<file path="config.mk">
export PLATFORM = sky130hd
export DESIGN_NAME = imem_loader_flat
export DESIGN_NICKNAME = d
export VERILOG_FILES = /design/src/rtl/imem_loader_pkg.sv /design/src/rtl/imem_loader_if.sv /design/src/rtl/imem_loader_packer.sv /design/src/rtl/imem_loader.sv /design/src/flat_wrapper.sv
export SDC_FILE = /design/constraint.sdc
export NUM_CORES = 1
export LEC_CHECK = 0
export BUFFER_PORTS_ARGS = -buffer_cell sky130_fd_sc_hd__buf_2
export CAP_MARGIN = 15
export CORE_MARGIN = 3
export CORE_UTILIZATION = 45
export DETAILED_ROUTE_END_ITERATION = 10
export MAX_ROUTING_LAYER = met4
export PLACE_DENSITY = 0.68
export SLEW_MARGIN = 20
export SYNTH_ARGS = -nofsm -noshare
export SYNTH_HDL_FRONTEND = slang
export SYNTH_SLANG_ARGS = --single-unit
</file>
<file path="constraint.sdc">
create_clock -name clk_in -period 4.1 [get_ports clk_in]
set_clock_uncertainty 0.15 [all_clocks]
set_input_delay 0.41 -clock clk_in [delete_from_list [all_inputs] [get_ports clk_in]]
set_output_delay 0.41 -clock clk_in [all_outputs]
set_load 0.05 [all_outputs]
</file>
<file path="src/rtl/imem_loader_pkg.sv">
// Shared types for the boot-time instruction memory loader.
package imem_loader_pkg;

  typedef enum logic [2:0] {
    ST_IDLE,
    ST_HDR_LO,
    ST_HDR_HI,
    ST_DATA,
    ST_DONE,
    ST_ERROR
  } loader_state_t;

  localparam int LOADER_HDR_BYTES = 2;
  localparam int BYTE_W           = 8;

  // The loader consumes bytes exactly while a load is in progress.
  function automatic logic takes_bytes(loader_state_t s);
    return (s == ST_HDR_LO) || (s == ST_HDR_HI) || (s == ST_DATA);
  endfunction

endpackage

</file>
<file path="src/rtl/imem_loader_if.sv">
// Byte stream in, imem write port out. The loader sits on the slave side of the stream.
interface imem_loader_if #(
  parameter int WIDTH = 32,
  parameter int INDEX = 6
) ();

  logic             byte_valid_in;
  logic [7:0]       byte_data_in;
  logic             byte_ready_out;
  logic             imem_we_out;
  logic [INDEX-1:0] imem_addr_out;
  logic [WIDTH-1:0] imem_data_out;

  modport slave (
    input  byte_valid_in, byte_data_in,
    output byte_ready_out, imem_we_out, imem_addr_out, imem_data_out
  );

  modport master (
    output byte_valid_in, byte_data_in,
    input  byte_ready_out, imem_we_out, imem_addr_out, imem_data_out
  );

endinterface

</file>
<file path="src/rtl/imem_loader_packer.sv">
// Packs accepted bytes little-endian into a word; word_done_out pulses the cycle after the last lane fills.
module imem_loader_packer
  import imem_loader_pkg::*;
#(
  parameter int NUM_BYTES = 4
) (
  input  logic                             clk_in,
  input  logic                             rst_in,
  input  logic                             clr_in,
  input  logic                             en_in,
  input  logic [BYTE_W-1:0]                byte_in,
  output logic [NUM_BYTES-1:0][BYTE_W-1:0] word_out,
  output logic                             word_done_out,
  output logic                             last_byte_out
);

  localparam int CW = $clog2(NUM_BYTES);

  logic [CW-1:0] cnt;

  assign last_byte_out = (cnt == CW'(NUM_BYTES - 1));

  always_ff @(posedge clk_in) begin
    if (rst_in || clr_in) begin
      cnt           <= '0;
      word_done_out <= 1'b0;
    end else begin
      word_done_out <= en_in && last_byte_out;
      if (en_in) cnt <= last_byte_out ? '0 : cnt + CW'(1);
    end
  end

  // One register per byte lane; lane k captures the k-th byte of the word.
  for (genvar g = 0; g < NUM_BYTES; g++) begin : g_lane
    localparam logic [CW-1:0] LANE = CW'(g);
    always_ff @(posedge clk_in) begin
      if (rst_in)                    word_out[g] <= '0;
      else if (en_in && cnt == LANE) word_out[g] <= byte_in;
    end
  end

endmodule

</file>
<file path="src/rtl/imem_loader.sv">
// Boot loader: header (word count) then program bytes -> imem words 0..N-1, core held in reset until done.
module imem_loader
  import imem_loader_pkg::*;
#(
  parameter int WIDTH = 32,
  parameter int INDEX = 6
) (
  input  logic           clk_in,
  input  logic           rst_in,
  input  logic           load_req_in,
  imem_loader_if.slave   bus,
  output logic           core_nrst_out,
  output logic           busy_out,
  output logic           done_out,
  output logic           error_out,
  output logic [INDEX:0] words_out
);

  localparam int          NUM_BYTES = WIDTH / BYTE_W;
  localparam logic [16:0] DEPTH     = 17'(2 ** INDEX);

  loader_state_t                    state;
  logic [7:0]                       hdr_lo;
  logic [15:0]                      hdr;
  logic [INDEX:0]                   n_words;
  logic [INDEX-1:0]                 addr;
  logic                             accept, idle_like, pk_clr, pk_en, pk_last, pk_done;
  logic [NUM_BYTES-1:0][BYTE_W-1:0] pk_word;

  assign bus.byte_ready_out = takes_bytes(state);
  assign busy_out           = takes_bytes(state);
  assign accept             = bus.byte_valid_in && bus.byte_ready_out;
  assign idle_like          = (state == ST_IDLE) || (state == ST_DONE) || (state == ST_ERROR);
  assign pk_clr             = idle_like && load_req_in;
  assign pk_en              = accept && (state == ST_DATA);
  assign hdr                = {bus.byte_data_in, hdr_lo};

  // Write strobe and data come straight from the packer's registers, so the
  // pulse lands exactly one cycle after the fourth byte is accepted.
  assign bus.imem_we_out   = pk_done;
  assign bus.imem_addr_out = addr;
  assign bus.imem_data_out = pk_word;

  imem_loader_packer #(.NUM_BYTES(NUM_BYTES)) u_packer (
    .clk_in        (clk_in),
    .rst_in        (rst_in),
    .clr_in        (pk_clr),
    .en_in         (pk_en),
    .byte_in       (bus.byte_data_in),
    .word_out      (pk_word),
    .word_done_out (pk_done),
    .last_byte_out (pk_last)
  );

  always_ff @(posedge clk_in) begin
    if (rst_in) begin
      state         <= ST_IDLE;
      hdr_lo        <= '0;
      n_words       <= '0;
      addr          <= '0;
      words_out     <= '0;
      done_out      <= 1'b0;
      error_out     <= 1'b0;
      core_nrst_out <= 1'b0;
    end else begin
      case (state)
        ST_IDLE, ST_DONE, ST_ERROR: begin
          // Release one cycle after entering DONE, so the last write precedes any fetch.
          if (state == ST_DONE) core_nrst_out <= 1'b1;
          if (load_req_in) begin
            state         <= ST_HDR_LO;
            done_out      <= 1'b0;
            error_out     <= 1'b0;
            words_out     <= '0;
            core_nrst_out <= 1'b0;
          end
        end
        ST_HDR_LO: begin
          if (accept) begin
            hdr_lo <= bus.byte_data_in;
            state  <= ST_HDR_HI;
          end
        end
        ST_HDR_HI: begin
          if (accept) begin
            if (hdr == 16'd0 || {1'b0, hdr} > DEPTH) begin
              state     <= ST_ERROR;
              error_out <= 1'b1;
            end else begin
              n_words <= hdr[INDEX:0];
              state   <= ST_DATA;
            end
          end
        end
        ST_DATA: begin
          if (accept && pk_last) begin
            addr      <= words_out[INDEX-1:0];
            words_out <= words_out + (INDEX+1)'(1);
            if (words_out == n_words - (INDEX+1)'(1)) begin
              state    <= ST_DONE;
              done_out <= 1'b1;
            end
          end
        end
        default: state <= ST_IDLE;
      endcase
    end
  end

endmodule

</file>
<file path="src/flat_wrapper.sv">
// flat-port wrapper written by rule: the top's interface ports become plain ports
module imem_loader_flat import imem_loader_pkg::*;
#(
  parameter int WIDTH = 32,
  parameter int INDEX = 6
)
  (clk_in, rst_in, load_req_in, core_nrst_out, busy_out, done_out, error_out, words_out, bus_byte_valid_in, bus_byte_data_in, bus_byte_ready_out, bus_imem_we_out, bus_imem_addr_out, bus_imem_data_out);
  imem_loader_if #(.WIDTH(WIDTH), .INDEX(INDEX)) bus_i ();
  input  logic clk_in;
  input  logic rst_in;
  input  logic load_req_in;
  output logic core_nrst_out;
  output logic busy_out;
  output logic done_out;
  output logic error_out;
  output logic [INDEX:0] words_out;
  input wire logic [$bits(bus_i.byte_valid_in)-1:0] bus_byte_valid_in;
  input wire logic [$bits(bus_i.byte_data_in)-1:0] bus_byte_data_in;
  output wire logic [$bits(bus_i.byte_ready_out)-1:0] bus_byte_ready_out;
  output wire logic [$bits(bus_i.imem_we_out)-1:0] bus_imem_we_out;
  output wire logic [$bits(bus_i.imem_addr_out)-1:0] bus_imem_addr_out;
  output wire logic [$bits(bus_i.imem_data_out)-1:0] bus_imem_data_out;
  assign bus_i.byte_valid_in = bus_byte_valid_in;
  assign bus_i.byte_data_in = bus_byte_data_in;
  assign bus_byte_ready_out = bus_i.byte_ready_out;
  assign bus_imem_we_out = bus_i.imem_we_out;
  assign bus_imem_addr_out = bus_i.imem_addr_out;
  assign bus_imem_data_out = bus_i.imem_data_out;
  imem_loader #(.WIDTH(WIDTH), .INDEX(INDEX)) u_core (.clk_in(clk_in), .rst_in(rst_in), .load_req_in(load_req_in), .bus(bus_i), .core_nrst_out(core_nrst_out), .busy_out(busy_out), .done_out(done_out), .error_out(error_out), .words_out(words_out));
endmodule
</file>
# After elaboration in Yosys (flattened, before gate mapping)
# Cells that the tools add are included.
[totals] regBits=69 input_bits=12 word_cells=83
[op_classes] add_sub_neg=3 order_cmp=1 eq_ne=15 muxes=20 n_bitwise=1 reduce_logical=29
[ops] cell="3-bit two-way mux" count=6
[ops] cell="16-bit by 7-bit greater-than comparator with 1-bit output, second input constant" count=1
[ops] cell="16-bit zero test" count=1
[ops] cell="7-bit two-way mux" count=2
[ops] cell="7-bit one-hot mux with 2 select lines" count=1
[ops] cell="3-bit one-hot mux with 4 select lines" count=1
[ops] cell="1-bit logical AND" count=8
[ops] cell="2-bit != test, second input constant" count=4
[ops] cell="4-bit AND reduction" count=2
[ops] cell="7-bit by 1-bit adder with 7-bit output, second input constant" count=1
[ops] cell="7-bit equality test" count=1
[ops] cell="1-bit two-way mux" count=7
[ops] cell="7-bit by 1-bit subtractor with 7-bit output, second input constant" count=1
[ops] cell="3-bit by 2-bit equality test with 1-bit output, second input constant" count=2
[ops] cell="3-bit equality test, second input constant" count=2
[ops] cell="1-bit logical OR" count=6
[ops] cell="2-bit AND reduction" count=3
[ops] cell="3-bit AND reduction" count=2
[ops] cell="2-bit nonzero test" count=3
[ops] cell="5-bit AND reduction" count=1
[ops] cell="2-bit equality test, second input constant" count=2
[ops] cell="2-bit by 1-bit != test with 1-bit output, second input constant" count=2
[ops] cell="1-bit one-hot mux with 2 select lines" count=2
[ops] cell="3-bit by 1-bit equality test with 1-bit output, second input constant" count=1
[ops] cell="other kinds (7)" count=7

# Longest topological paths before layout
# Gate-level depths: netlist of run 1.
[logic_depth] depth_word=7 ltp_mapped=9 mapped_depth_nobuf=8

# Cells and area by module
# Synthesis of run 1 repeated with hierarchy kept, for this count alone.
[unflattened] hier_cells=373 hier_area_um2=3337.0
[by_module_without_submodules] mod="imem_loader" n_inst=1 cells_each=209 area_each_um2=1781.7
[by_module_without_submodules] mod="imem_loader_packer" n_inst=1 cells_each=164 area_each_um2=1555.2

# Worst setup path before layout of run 1
# OpenSTA, ideal clock, no wires.
[synth_timing] path_type="register to register" start="reg u_core.state[1]" end="reg u_core.state[0]" setup_ns=0.132 arrival_ns=2.343 required_ns=3.818 setup_slack_ns=1.475 stages_incl_launch_ff=8 n_path_buf=1 period_less_slack_ns=2.625 path_cell_list="dfxtp_1 -> clkbuf_1 -> inv_1 -> a21oi_1 -> nand3_1 -> a2111oi_0 -> or3_1 -> a21oi_1"
[synth_via] elab_chain_len=7 word_cells_on_any_way=18 classes_between="eq/ne (10); mux (1); reduce/logical (7)"
[synth_lines] element="start, declared" line_no="imem_loader.sv:22" rtl="loader_state_t state;"
[synth_lines] element="start signal, assigned" line_no="imem_loader.sv:57" rtl="state <= ST_IDLE;"
[synth_lines] element="start signal, assigned" line_no="imem_loader.sv:71" rtl="state <= ST_HDR_LO;"
[synth_lines] element="start signal, assigned" line_no="imem_loader.sv:81" rtl="state <= ST_HDR_HI;"
[synth_lines] element="3-bit by 1-bit equality test with 1-bit output / 3-bit by 2-bit equality test with 1-bit output (equally long branches)" line_no="imem_loader_pkg.sv:18" rtl="return (s == ST_HDR_LO) || (s == ST_HDR_HI) || (s == ST_DATA);"
[synth_lines] element="1-bit logical OR" line_no="imem_loader_pkg.sv:18"
[synth_lines] element="1-bit logical OR (*)" line_no="imem_loader_pkg.sv:18"
[synth_lines] element="via bus_byte_ready_out" line_no="flat_wrapper.sv:19" rtl="output wire logic [$bits(bus_i.byte_ready_out)-1:0] bus_byte_ready_out;"
[synth_lines] element="1-bit logical AND (*)" line_no="imem_loader.sv:32" rtl="assign accept = bus.byte_valid_in && bus.byte_ready_out;"
[synth_lines] element="1-bit logical AND" line_no="imem_loader.sv:96" rtl="if (accept && pk_last) begin"
[synth_lines] element="2-bit != test (no line)"
[synth_lines] element="5-bit AND reduction (no line) (*)"
# Mark *: on every way through the listed nets, which the timed path passes. The rest lies on a longest branch.
# A chain may end at the register's enable or synchronous reset.

# Worst setup path after layout of run 1
[layout_timing] start="reg u_core.hdr_lo[0]" end="reg u_core.n_words[3]"
[layout_via] elab_chain_len=4 word_cells_on_any_way=5 classes_between="order compare (1); bitwise (1); reduce/logical (3)"
[layout_lines] element="start, declared" line_no="imem_loader.sv:23" rtl="logic [7:0] hdr_lo;"
[layout_lines] element="start signal, assigned" line_no="imem_loader.sv:80" rtl="hdr_lo <= bus.byte_data_in;"
[layout_lines] element="16-bit by 7-bit greater-than comparator with 1-bit output / 16-bit zero test (equally long branches)" line_no="imem_loader.sv:86" rtl="if (hdr == 16'd0 || {1'b0, hdr} > DEPTH) begin"
[layout_lines] element="1-bit logical OR (*)" line_no="imem_loader.sv:86"
[layout_lines] element="1-bit NOT (no line) (*)"
[layout_lines] element="3-bit AND reduction (no line) (*)"
[layout_lines] element="end signal, assigned" line_no="imem_loader.sv:90" rtl="n_words <= hdr[INDEX:0];"
[layout_lines] element="end, declared" line_no="imem_loader.sv:25" rtl="logic [INDEX:0] n_words;"
# Every way passes the cells marked *; elsewhere a longest branch is shown, timed or not.

==> results of run 1 <==
[layer usage]
| layer | vias to the layer above | track usage | wire (µm) |
|---|---|---|---|
| li1 | 1344 | - | - |
| met1 | 1266 | 0.292 | 3410 |
| met4 | 0 | 0.0836 | 81 |
| met5 | - | - | 0 |
| met3 | 5 | 0.0350 | 350 |
| met2 | 63 | 0.300 | 3390 |
[kinds of logic after synthesis]
kind of cell    Yosys count
fa+ha+maj                 6
simple gates            161
buf+inv                  32
compound gates           74
xor+xnor                 15
flops                    69
mux                       9
[sequential cells by signal, indices dropped and copies added (netlist names)]
name,flops
u_core.state,3
u_core.words_out,7
u_core.hdr_lo,8
u_core.error_out,1
u_core.done_out,1
u_core.u_packer.word_done_out,1
u_core.u_packer.word_out,32
u_core.core_nrst_out,1
u_core.u_packer.cnt,2
u_core.n_words,7
u_core.bus.imem_addr_out,6
[power by group through the flow]
stage	combinational (µW)	sequential, µW	clock [µW]
6_report	264	730	559
4_1_cts	263	730	570
5_1_grt	293	735	607
3_5_place_dp	263	745	0
3_3_place_gp	260	744	0
2_1_floorplan	205	747	0
[worst max-delay path, delay by kind of cell, from the launching register on]
family	cells	cell delay, ns
simple gates	4	1.48
flops	1	0.33
mux	1	0.27
compound gates	1	0.20
[layout by cell type (no fill, tap or decap), drive strengths merged, types with 2 or more instances in the layout]
| cell type | netlist | final |
|---|---|---|
| inv | 9 | 9 |
| nand3b | 2 | 2 |
| or4 | 3 | 3 |
| o21bai | 2 | 2 |
| dfxtp | 69 | 69 |
| nand2 | 78 | 78 |
| o21ai | 8 | 8 |
| and3 | 2 | 2 |
| xor2 | 6 | 6 |
| nand3 | 27 | 27 |
| a31oi | 3 | 3 |
| nand4 | 4 | 4 |
| nor2 | 27 | 27 |
| nor4 | 2 | 2 |
| clkbuf | 21 | 11 |
| buf | 2 | 64 |
| clkinv | 0 | 3 |
| nand2b | 2 | 2 |
| a21oi | 53 | 53 |
| xnor2 | 9 | 9 |
| ha | 6 | 6 |
| mux2i | 9 | 9 |
| nor3 | 6 | 6 |
| and4b | 2 | 2 |
[metrics by stage]
stage | util | hold slack (ns)
after floorplan | - | 0.287
after global placement | 0.533 | 0.290
after detailed placement | 0.534 | 0.294
after CTS | 0.567 | 0.200
after global routing | 0.567 | 0.190
final | 0.567 | 0.213
[final timing paths]
kind,endpoint,slack [ns],cells past startpoint
setup / recovery,u_core.n_words[3],1.55,6
hold / removal,u_core.u_packer.word_out[9],0.21,3
setup reg to reg,u_core.n_words[3],1.55,6
hold reg to reg,u_core.bus.imem_addr_out[5],0.30,2
[layout make-up]
type | instances | area, µm² | share of cell area
clock buffer | 11 | 141 | 0.0407
tap | 75 | 93.8 | 0.0270
inverter | 9 | 33.8 | 0.00972
clock inverter | 5 | 60.1 | 0.0173
sequential | 69 | 1380 | 0.398
timing repair buffer | 64 | 325 | 0.0936
multi-input combinational | 265 | 1440 | 0.414
==> metrics, run 1 <==
status=finished, final reports clean; initial core utilization=0.480; Reg-to-Reg Start=u_core.hdr_lo[0]; leak pwr=0.00136 µW; Via density=5.38; top-count cell post-synth=nand2_1; CP max FO=7; Post-Synth Simple-Gate Area=0.251; gpl congestion=0.814; Ports=63; Slew Viols, Final=0; Post-route DRC=0; core area=0.00613 mm²; synth cell count leaders=78 x nand2_1, 69 x dfxtp_1, 53 x a21oi_1; Setup Buffers After CTS=0; hpwl dp=5.10 mm; XOR/XNOR Fraction of Synth Area=0.0447; highest clock rate=391 MHz; clock share of power=0.360; First-pass DRT Iterations=5; CTS Root Cell=clkbuf_8; ys flop type=dfxtp_1; Finished Layout Cells=498; Worst-path clk slew=0.08 ns; via count=2,678; Fillers=589; Placement Rows=28; Yosys reg bits=69; Routed WL=7.23 mm; final setup margin=1.55 ns; antenna cells=0; Seq pwr share=0.470; initial antenna violation count=0; syn nets=384; Logic pwr share=0.170; worst skew pair latency=0.34 ns; top cell type's share of synthesized area=0.470; CTS tree=built; final setup violation count=0; Power per Cell Area=447 mW/mm²; NetSw=487 µW; number of distinct library cells after synthesis=40; largest family of logic cells by synthesized area=simple AND/OR/NAND/NOR gates; cell count after synthesis=366; largest net degree at the start of global routing=60; DP Worst Slack=1.41 ns; setup TNS=0 ns; H-Tree Level Count=3; layout cells sized above 1=0.196; worst path arrival time=2.61 ns; dominant cells by area after synthesis=dfxtp_1 47%, nand2_1 10%, a21oi_1 9.0%; CTS-repair resized insts=0; multiplexer area fraction after synthesis=0.0306; crit path launch type=flip-flop; post-synth top area cell=dfxtp_1; sw frac=0.314; grt total ovfl=0; CP required=4.16 ns; Least-Margin Pin Slew=0.910 ns; synthesized cell area=0.00294 mm²; Slew Limit Headroom=0.392; crit path max-delay cell type=nor4_4; peak supply drop=0.351 mV; IO Port Bufs=62; Period minus WS final=2.55 ns; die area=0.00754 mm²; drt wl/cell=14.5 µm; share of the yosys chip area belonging to registers=0.470; fin nets=436; Final period util=0.623; YS warnings=0; post-route ant nets=0; # clock sinks=69; Inst Count DP=482; asr flop ratio synth=0; Worst path max stage delay=0.62 ns; Final Power=1550 µW; crit path launch=u_core.hdr_lo[0]; Die Span Y=86.9 µm; Post-synth EDFFs=0; Pint=1070 µW; Max-Cap Viols=0; final hold vios=0; RSZ-0062 raised after global routing=no; DIE WIDTH=86.9 µm; CTS Buffer Depth=2; crit path cell chain=or4_1 -> o31ai_1 -> nand4_1 -> nor4_4 -> mux2i_1 -> nor2_1; total CTS buffers=9; compound-gate portion of the synthesized area=0.136; Synth Area per Inst=8.04 µm²; hold_buf cts=0; Cell Area, Placed=0.00327 mm²; first-pass GRT wire length=12.1 mm; critical path type=reg2reg; Hold Crit Class=in2reg; design area=0.00347 mm²; hold_sp=bus_byte_data_in[1]; GRT Overall Usage=0.209; vias in the first global route=2,443; Layout area overhead=18.1%; starting DRC count in detailed routing=175; fraction of the mapped netlist area in adder cells=0.0255; Crit. End Element=flip-flop
Note: power is estimated with default switching activity, not from simulation.
==> inputs of run 2 (changes only) <==
- clock period: 4.1 -> 2.6 ns (I/O delays scaled with it)
==> run 2 against run 1 <==
Net effect: design area is 1.5% higher; routed wire length is 0.84% higher; worst hold slack worse by 0.14 ns; global-route usage is 0.24 points lower; largest cell class unchanged; largest power group unchanged.
==> metrics, run 2 (same netlist as run 1, synthesis figures left out) <==
status=finished, final reports clean (unchanged); Via density=5.41 (was 5.38); antenna cells=0 (unchanged); total CTS buffers=9 (unchanged); GRT Overall Usage=0.207 (was 0.209); commonest non-fill, non-tap cells in the layout=78 x nand2_1, 69 x dfxtp_1, 62 x buf_2 (unchanged); Top reg by flops=u_core.u_packer.word_out (unchanged); Final Util=0.576 (was 0.567); initial core utilization=0.480 (unchanged); die area=0.00754 mm² (unchanged); crit path cell chain=or4_1 -> or4_2 -> nand4_1 -> nor4_4 -> buf_4 -> mux2i_1 -> nor2_1 (was or4_1 -> o31ai_1 -> nand4_1 -> nor4_4 -> mux2i_1 -> nor2_1); drt wl/cell=14.4 µm (was 14.5 µm); layout cells sized above 1=0.209 (was 0.196); highest clock rate=423 MHz (was 391 MHz); Die Span Y=86.9 µm (unchanged); Placement Rows=28 (unchanged); CP top delay family=simple AND/OR/NAND/NOR gates (unchanged); via count=2,731 (was 2,678); Slew Limit Headroom=0.694 (was 0.392); first-pass GRT wire length=11.9 mm (was 12.1 mm); Final Power=2470 µW (was 1550 µW); Period minus WS final=2.36 ns (was 2.55 ns); vias in the first global route=2,390 (was 2,443); CTS Buffer Depth=2 (unchanged); most used routing layer=met2 (unchanged); initial antenna violation count=0 (unchanged); met1 global-route usage=0.286 (was 0.292); largest net degree at the start of global routing=36 (was 60); critical path depth=7 (was 6); starting DRC count in detailed routing=155 (was 175); peak supply drop=0.516 mV (was 0.351 mV); Final period util=0.908 (was 0.623); RSZ-0062 raised after global routing=no (unchanged); Routed WL=7.29 mm (was 7.23 mm); largest registers=u_core.u_packer.word_out x32, u_core.hdr_lo x8 (unchanged); DIE WIDTH=86.9 µm (unchanged); Worst path max stage delay=0.55 ns (was 0.62 ns); Ports=63 (unchanged); Layout area overhead=19.9% (was 18.1%); Crit. End Element=flip-flop (unchanged); crit path max-delay cell type=or4_2 (was nor4_4); most common cell after layout, fill and taps aside=nand2_1 (unchanged); setup TNS=0 ns (unchanged); H-Tree Level Count=3 (unchanged); final setup violation count=0 (unchanged); # clock sinks=69 (unchanged); max reg flops=32 (unchanged); Max-Cap Viols=0 (unchanged); Slew Viols, Final=0 (unchanged); M2 GR Usage=0.286 (was 0.300); hold path cells=3 (unchanged); Finished Layout Cells=505 (was 498); First-pass DRT Iterations=5 (unchanged); Worst-path clk slew=0.08 ns (about the same); critical path type=reg2reg (unchanged); Setup Buffers After CTS=0 (unchanged); core area=0.00613 mm² (unchanged); grt total ovfl=0 (unchanged); CP max FO=7 (unchanged); Power per Cell Area=700 mW/mm² (was 447 mW/mm²); fin nets=443 (was 436); IO Port Bufs=62 (unchanged); CTS tree=built (unchanged); CP required=2.67 ns (was 4.16 ns); Least-Margin Pin Slew=0.459 ns (was 0.910 ns); hold_buf cts=0 (unchanged); met3 Resource Use GR=0.0691 (was 0.0350); hpwl dp=5.09 mm (was 5.10 mm); Post-route DRC=0 (unchanged); gpl congestion=0.845 (was 0.814); Hold Crit Class=in2reg (unchanged); CTS Root Cell=clkbuf_8 (unchanged); reg2reg path depth=7 (was 6); Inst Count DP=489 (was 482); worst path arrival time=2.44 ns (was 2.61 ns); leak pwr=0.00140 µW (was 0.00136 µW); final hold vios=0 (unchanged); CTS-repair resized insts=0 (unchanged); post-route ant nets=0 (unchanged); crit path launch type=flip-flop (unchanged); worst skew pair latency=0.35 ns (was 0.34 ns); critical path buffer and inverter count=1 (was 0)
## run 2: final timing paths
check | start | endpoint | slack [ns]
setup / recovery | u_core.hdr_lo[0] | u_core.n_words[6] | 0.24
hold / removal | bus_byte_data_in[1] | u_core.u_packer.word_out[17] | 0.07
setup reg to reg | u_core.hdr_lo[0] | u_core.n_words[6] | 0.24
hold reg to reg | u_core.bus.imem_addr_out[3] | u_core.bus.imem_addr_out[3] | 0.30
## run 2: power by group
part	internal [µW]	total, µW	switching (µW)
Sequential	1100	1150	54.7
Clock	471	882	412
Combinational	125	437	312
## run 2: metal layers
metal	up-vias	wire length (µm)
met5	-	0
met4	0	48
met3	6	497
met2	91	3280
met1	1273	3470
li1	1361	-
## run 2: worst min-delay path: cells and delay by family
kind,cells,cell delay [ns]
AND/OR/NAND/NOR,1,0.07
AO/OA/AOI/OAI,1,0.05
buffers and inverters,1,0.14
## run 2: final cells by class
class / instances / area (µm²)
clock buffers: 11 / 141
clock inverters: 5 / 60.1
fillers: 585 / 2600
inverters: 9 / 33.8
multi-input cells: 265 / 1440
flip-flops and latches: 69 / 1380
well taps: 75 / 93.8
repair buffers: 71 / 378
## run 2: per-stage QoR
| step | hold WS (ns) | area, µm² | worst slack [ns] |
|---|---|---|---|
| floorplan | 0.246 | 2950 | 0.280 |
| CTS | 0.0530 | 3530 | 0.237 |
| global route | 0.0484 | 3530 | 0.0101 |
| finish | 0.0688 | 3530 | 0.238 |
| global placement | 0.291 | 3330 | 0.267 |
| detailed placement | 0.296 | 3330 | 0.252 |
